--- src/rtl/cpu31_trace_pkg.sv ---
// Shared CPU31 commit-trace definitions: record layout, error-field bits, checker state encoding.
// The simulation dump/compare tooling imports this package as well.
package cpu31_trace_pkg;

  localparam int REC_W       = 102;
  localparam int PC_LSB      = 70;
  localparam int INSTR_LSB   = 38;
  localparam int WB_EN_BIT   = 37;
  localparam int WB_ADDR_LSB = 32;
  localparam int WB_DATA_LSB = 0;

  localparam int ERR_PC      = 0;
  localparam int ERR_INSTR   = 1;
  localparam int ERR_WB_ADDR = 2;
  localparam int ERR_WB_DATA = 3;

  localparam logic [1:0] ST_PRIME = 2'd0;
  localparam logic [1:0] ST_RUN   = 2'd1;
  localparam logic [1:0] ST_DONE  = 2'd2;
  localparam logic [1:0] ST_FAIL  = 2'd3;

  // A write to $0 is architecturally a no-op, so it counts as no write at all.
  function automatic logic eff_wb_en(input logic en, input logic [4:0] addr);
    return en & (addr != 5'd0);
  endfunction

endpackage

--- src/rtl/trace_prefetch_fifo.sv ---
// Two-entry prefetch buffer for golden records with in-flight credit tracking.
// ROM data is pushed exactly one cycle after each read strobe.
module trace_prefetch_fifo
  import cpu31_trace_pkg::*;
(
  input  logic             clk,
  input  logic             rst_n,
  input  logic             req_i,
  input  logic             pop_i,
  input  logic [REC_W-1:0] data_i,
  output logic             rd_en_o,
  output logic [REC_W-1:0] head_o,
  output logic             empty_o,
  output logic             push_o
);

  logic [REC_W-1:0] head_q, head_d, tail_q, tail_d;
  logic [1:0]       cnt_q, cnt_d;
  logic             infl_q;

  assign push_o  = infl_q;
  assign head_o  = head_q;
  assign empty_o = (cnt_q == 2'd0);

  // A pop this cycle frees a slot before the returning word lands, so it also grants credit.
  assign rd_en_o = rst_n & req_i &
                   (((({1'b0, cnt_q}) + {2'b00, infl_q}) < 3'd2) | pop_i);

  always_comb begin
    head_d = head_q;
    tail_d = tail_q;
    cnt_d  = cnt_q;
    case ({infl_q, pop_i})
      2'b10: begin
        if (cnt_q == 2'd0) head_d = data_i;
        else               tail_d = data_i;
        cnt_d = cnt_q + 2'd1;
      end
      2'b01: begin
        head_d = tail_q;
        cnt_d  = cnt_q - 2'd1;
      end
      2'b11: begin
        if (cnt_q == 2'd1) begin
          head_d = data_i;
        end else begin
          head_d = tail_q;
          tail_d = data_i;
        end
      end
      default: ;
    endcase
  end

  always_ff @(posedge clk) begin
    if (!rst_n) begin
      head_q <= '0;
      tail_q <= '0;
      cnt_q  <= 2'd0;
      infl_q <= 1'b0;
    end else begin
      head_q <= head_d;
      tail_q <= tail_d;
      cnt_q  <= cnt_d;
      infl_q <= rd_en_o;
    end
  end

endmodule

--- config.mk ---
export PLATFORM = sky130hd
export DESIGN_NAME = trace_prefetch_fifo
export DESIGN_NICKNAME = d
export VERILOG_FILES = /design/src/rtl/cpu31_trace_pkg.sv /design/src/rtl/trace_prefetch_fifo.sv
export SDC_FILE = /design/constraint.sdc
export NUM_CORES = 1
export LEC_CHECK = 0
export CORE_ASPECT_RATIO = 0.5
export CORE_UTILIZATION = 40
export DETAILED_ROUTE_END_ITERATION = 10
export GPL_TIMING_DRIVEN = 0
export PLACE_DENSITY_LB_ADDON = 0.3
export SETUP_SLACK_MARGIN = 0.3
export SLEW_MARGIN = 20
export SYNTH_ARGS = -nofsm -noshare
export SYNTH_HDL_FRONTEND = slang
export SYNTH_SLANG_ARGS = --single-unit
--- constraint.sdc ---
create_clock -name clk -period 5.5 [get_ports clk]
set_clock_uncertainty 0.15 [all_clocks]
set_input_delay 1.1 -clock clk [delete_from_list [all_inputs] [get_ports clk]]
set_output_delay 1.1 -clock clk [all_outputs]
set_load 0.01 [all_outputs]
-- After elaboration in Yosys (flattened, before gate mapping)
Index checks and enable logic that the tools add are counted.
- register bits after elaboration: 207
- eq/ne operators: 7
- add/sub/neg operators: 3
- bitwise logic cells: 3
- magnitude comparators: 1
- muxes and demuxes: 7
- reductions and logical operators: 6
- operators with widths (kind ; number):
    2-to-1 mux 102 bit ; 4
    case mux 102 bit (3 select lines) ; 1
    case mux 102 bit (2 select lines) ; 1
    != test 2 bit, second input constant ; 3
    == test 2 x 1 -> 1 bit, second input constant ; 2
    == test 2 bit, second input constant ; 2
    case mux 2 bit (2 select lines) ; 1
    nonzero test 2 bit ; 2
    adder 2 x 1 -> 3 bit ; 1
    < comparator 3 x 2 -> 1 bit, second input constant ; 1
    AND reduction 3 bit ; 1
    nonzero test 3 bit ; 1
    adder 2 x 1 -> 2 bit, second input constant ; 1
    AND 1 bit ; 2
    logical NOT 2 bit ; 1
    AND reduction 2 bit ; 1
    subtractor 2 x 1 -> 2 bit, second input constant ; 1
    OR 1 bit ; 1

-- Logic depth before layout (Yosys ltp)
- depth in word-level cells: 4
- depth in mapped cells: 8
- mapped depth without buffers: 5

-- Worst setup path after synthesis
OpenSTA, ideal clock, no wires.
- kind: input -> register
- start: input pop_i
- end: register head_q[69] (netlist: head_o[69])
- setup time: 89 ps
- data arrival time: 2463 ps
- data required time: 5261 ps
- buffers on the path: 3
- cell stages on the path: 8
- path slack: 2798 ps
- path through: inv_1 ha_1 or3_1 clkbuf_1 and2_1 buf_6 buf_6 a311oi_2
- word-level cells in the longest chain between the ends: 3
- ends and longest elaborated chain (what ; RTL line ; text):
    start, declared ; trace_prefetch_fifo.sv:9 ; input logic pop_i,
    == test 2 bit or == test 2 x 1 -> 1 bit (tied branches) ; trace_prefetch_fifo.sv:33 ; case ({infl_q, pop_i})
    != test 2 bit (no line) or nonzero test 3 bit (tied branches) ; n/a ;
    AND reduction 2 bit (no line) ; n/a ;
    end signal, assigned ; trace_prefetch_fifo.sv:57 ; head_q <= '0;
    end signal, assigned ; trace_prefetch_fifo.sv:62 ; head_q <= head_d;
    end, declared ; trace_prefetch_fifo.sv:17 ; logic [REC_W-1:0] head_q, head_d, tail_q, tail_d;
Several ways; a longest one is shown, not always the timed one.
A chain may end at the register's enable or synchronous reset.

-- Worst setup path after layout
- start: input pop_i
- end: output rd_en_o
- word-level cells in the longest chain between the ends: 2
- ends and longest elaborated chain (what ; RTL line ; text):
    OR 1 bit ; trace_prefetch_fifo.sv:27 ; (((({1'b0, cnt_q}) + {2'b00, infl_q}) < 3'd2) | pop_i);
    AND 1 bit ; trace_prefetch_fifo.sv:26 ; assign rd_en_o = rst_n & req_i &
    end, declared ; trace_prefetch_fifo.sv:11 ; output logic rd_en_o,
No other way between the ends.

==> metrics.txt <==
routed wire length 34,900 um; wire length of the first global-routing pass 54,100 um; horizontal die dimension 226 um; DRC violation count after routing 0; total number of yosys warnings 0; Worst path top cell family by delay buffers and inverters; CTS H-tree depth 1; fin. max-slew vios 0; count of final hold-check violations 0; end of the worst register-to-register path head_o[71]; Layout area overhead 31.5%; share of the core filled with cells in the final layout 54.4%; share of the yosys chip area belonging to registers 41.2%; number of iterations in the first detailed-routing pass 5; total CTS buffers 20; Async SR Flop Fraction 0%; dominant cell type by count on the critical path clkdlybuf4s50_1; Final TNS setup 0 ps; clock sinks about 210; GR met3 Demand/Resource under 10%; Port Buf Inserts 210; RSZ-0062 raised after global routing false; standby leakage power 0.00410 uW; outcome completed; buffer count from post-CTS setup fixing 0; Placed Cells 1,666; class of the tightest hold or removal check reg -> reg; Placeable Area 0.0243 mm^2; DP HPWL 24,900 um; Nets about 1,500; Arrival @ worst endpoint 2440 ps; crit share post-route 67.1%; starting utilization of the core area between 40 and 50%; crit-path max FO 5; maximum clock insertion buffer count 3; minimum clock period after layout ~3700 ps; via count of the first global-routing pass 10,100; post-route insts no fill 1,698; sort of element at the start of the critical path input pin; buffers and inverters on the worst path 2; highest attainable clock frequency ~270 MHz; worst reg-to-reg path cell count 7; count of routing violations after the opening detailed-route iteration roughly 1,100; hold path startpoint tail_q[90]; Cells after Synth 1,120; setup violators final 0; remaining number of nets flagged by the antenna check after routing 0; worst reg2reg setup slack 2730 ps; met2 Resource Use GR a little over two fifths; Hold Buf Count CTS 0; type of element capturing the critical path output pin; slowest stage delay, CP 610 ps; synthesized area divided by synthesized cell count 8.98 um^2; primary flip-flop cell chosen by synthesis mapping dfxtp_1; io pins roughly 210; Hold EP tail_q[90]; EDFF count, synth 0; WP data required 4250 ps; vias per inst 6.18; vertical die dimension 114 um; slowest CP cell clkdlybuf4s50_1; total grt overflow 0; clock-pin slew on the worst setup and hold paths about 60 ps; CTS tree done; post-synthesis sequential element count ~210; areal power density over the cells about 300 mW/mm^2; post-synthesis cell type count 24; worst reg2reg startpoint cnt_q[1]; DR vias 10,500; largest net degree at the start of global routing 15; critical path cell sequence clkdlybuf4s50_1 -> o211a_1 -> clkdlybuf4s50_1; std cell rows 40; normalized max-slew margin 38.5%; Crit Path Class in -> out; combined global-route utilization of all metal layers 26.1%; share of final-layout standard cells stronger than drive strength 1 10.4%; MaxCap Viol Count 0; worst hold slack 317 ps; cell area after synthesis 0.0101 mm^2; cell chosen for the clock root clkbuf_16; Max VDD drop 0.147 mV; global routing usage on met1 35.6%; total power of the final layout 4090 uW; die area 0.0258 mm^2; worst-margin pin slew 923 ps; weighted congestion at the end of routability-driven global placement around 0.86; antenna violations before repair 1; clock network latency to the later pin of the worst-skew pair around 500 ps; number of resized instances in the post-cts repair step 0; average routed wire per standard cell ~21 um; instance count along the most critical hold path 2; busiest layer in global routing met2; total nets after synthesis 1,232
## worst max path at each step
stage | startpoint | endpoint | depth (start not counted)
3_3_place_gp | pop_i | head_o[66] | 8
5_1_grt | pop_i | rd_en_o | 3
3_5_place_dp | pop_i | head_o[71] | 8
4_1_cts | pop_i | rd_en_o | 3
6_report | pop_i | rd_en_o | 3
2_1_floorplan | pop_i | head_o[69] | 8
## worst reg2reg max path, stage by stage (launching register included)
cell	delay, ps
dfxtp_1	310
inv_1	120
ha_1	280
nand2b_1	200
clkbuf_1	710
clkbuf_1	500
a21oi_1	160
a311oi_2	260
## routing by layer
metal  vias up  share of wire [%]
met1      5143                 44
met3        62                6.3
met5         -                  0
met2       442                 47
met4         0                2.8
li1       4851                  -
## where the power goes
group	leakage [uW]	switching, uW	internal, uW	total (uW)
clock	0.000319	599	794	1390
combinational	0.00208	535	445	980
sequential	0.00170	79.7	1630	1710
## logic make-up (layout without fill, tap and decap cells)
group | count (synthesis) | in the layout | share of synthesized area [%]
AO/OA/AOI/OAI | 718 | 718 | 49.7
XOR/XNOR | 2 | 2 | 0.174
adder cells (fa/ha/maj) | 6 | 6 | 0.746
buffers and inverters | 172 | 413 | 7.36
flip-flops | 207 | 207 | 41.2
other | 0 | 1 | 0
AND/OR/NAND/NOR | 15 | 15 | 0.808
## registers in the layout (all words and copies together) (netlist names)
signal,flops
cnt_q,2
head_o,102
push_o,1
tail_q,102
## cell usage after synthesis, types with 5 or more instances
master / n / area (um^2)
a311oi_1: 22 / 193
o31ai_1: 102 / 766
dfxtp_1: 207 / 4140
a311oi_2: 80 / 1200
clkbuf_1: 131 / 492
ha_1: 6 / 75.1
buf_6: 9 / 101
o21ai_0: 193 / 966
buf_2: 22 / 110
o211ai_1: 102 / 766
o21ai_1: 11 / 55.1
buf_1: 5 / 18.8
a21oi_1: 205 / 1030
## layout make-up
class / instances / area (um^2)
diodes: 1 / 2.50
clock inverters: 4 / 56.3
multi-input cells: 741 / 5170
well taps: 336 / 420
repair buffers: 210 / 2100
plain buffers: 167 / 722
clock buffers: 27 / 588
fillers: 2241 / 11100
inverters: 5 / 18.8
flip-flops and latches: 207 / 4140
## stage by stage
stage | cell area, um^2 | worst slack, ps
2_1_floorplan | 10100 | 2800
3_3_place_gp | 12600 | 1510
5_1_grt | 13200 | 1790
6_report | 13200 | 1810
3_5_place_dp | 12600 | 1440
4_1_cts | 13200 | 1820
## layout by cell type (no fill, tap or decap), types with 2 or more instances in the layout
cell type        instances
ha_1                     6
nor2_1                   4
o211ai_1               102
xor2_1                   2
a21oi_1                205
o21ai_0                193
and2_1                   4
clkdlybuf4s50_1        210
a311oi_2                80
inv_1                    4
o211a_1                  2
a311oi_1                22
clkbuf_8                 4
buf_6                    9
clkbuf_1               133
dfxtp_1                207
o31ai_1                102
clkbuf_16               21
buf_1                    5
nor2b_1                  4
o21ai_1                 11
buf_2                   22
clkinv_2                 2
No activity file was read; power rests on OpenSTA's default activity.
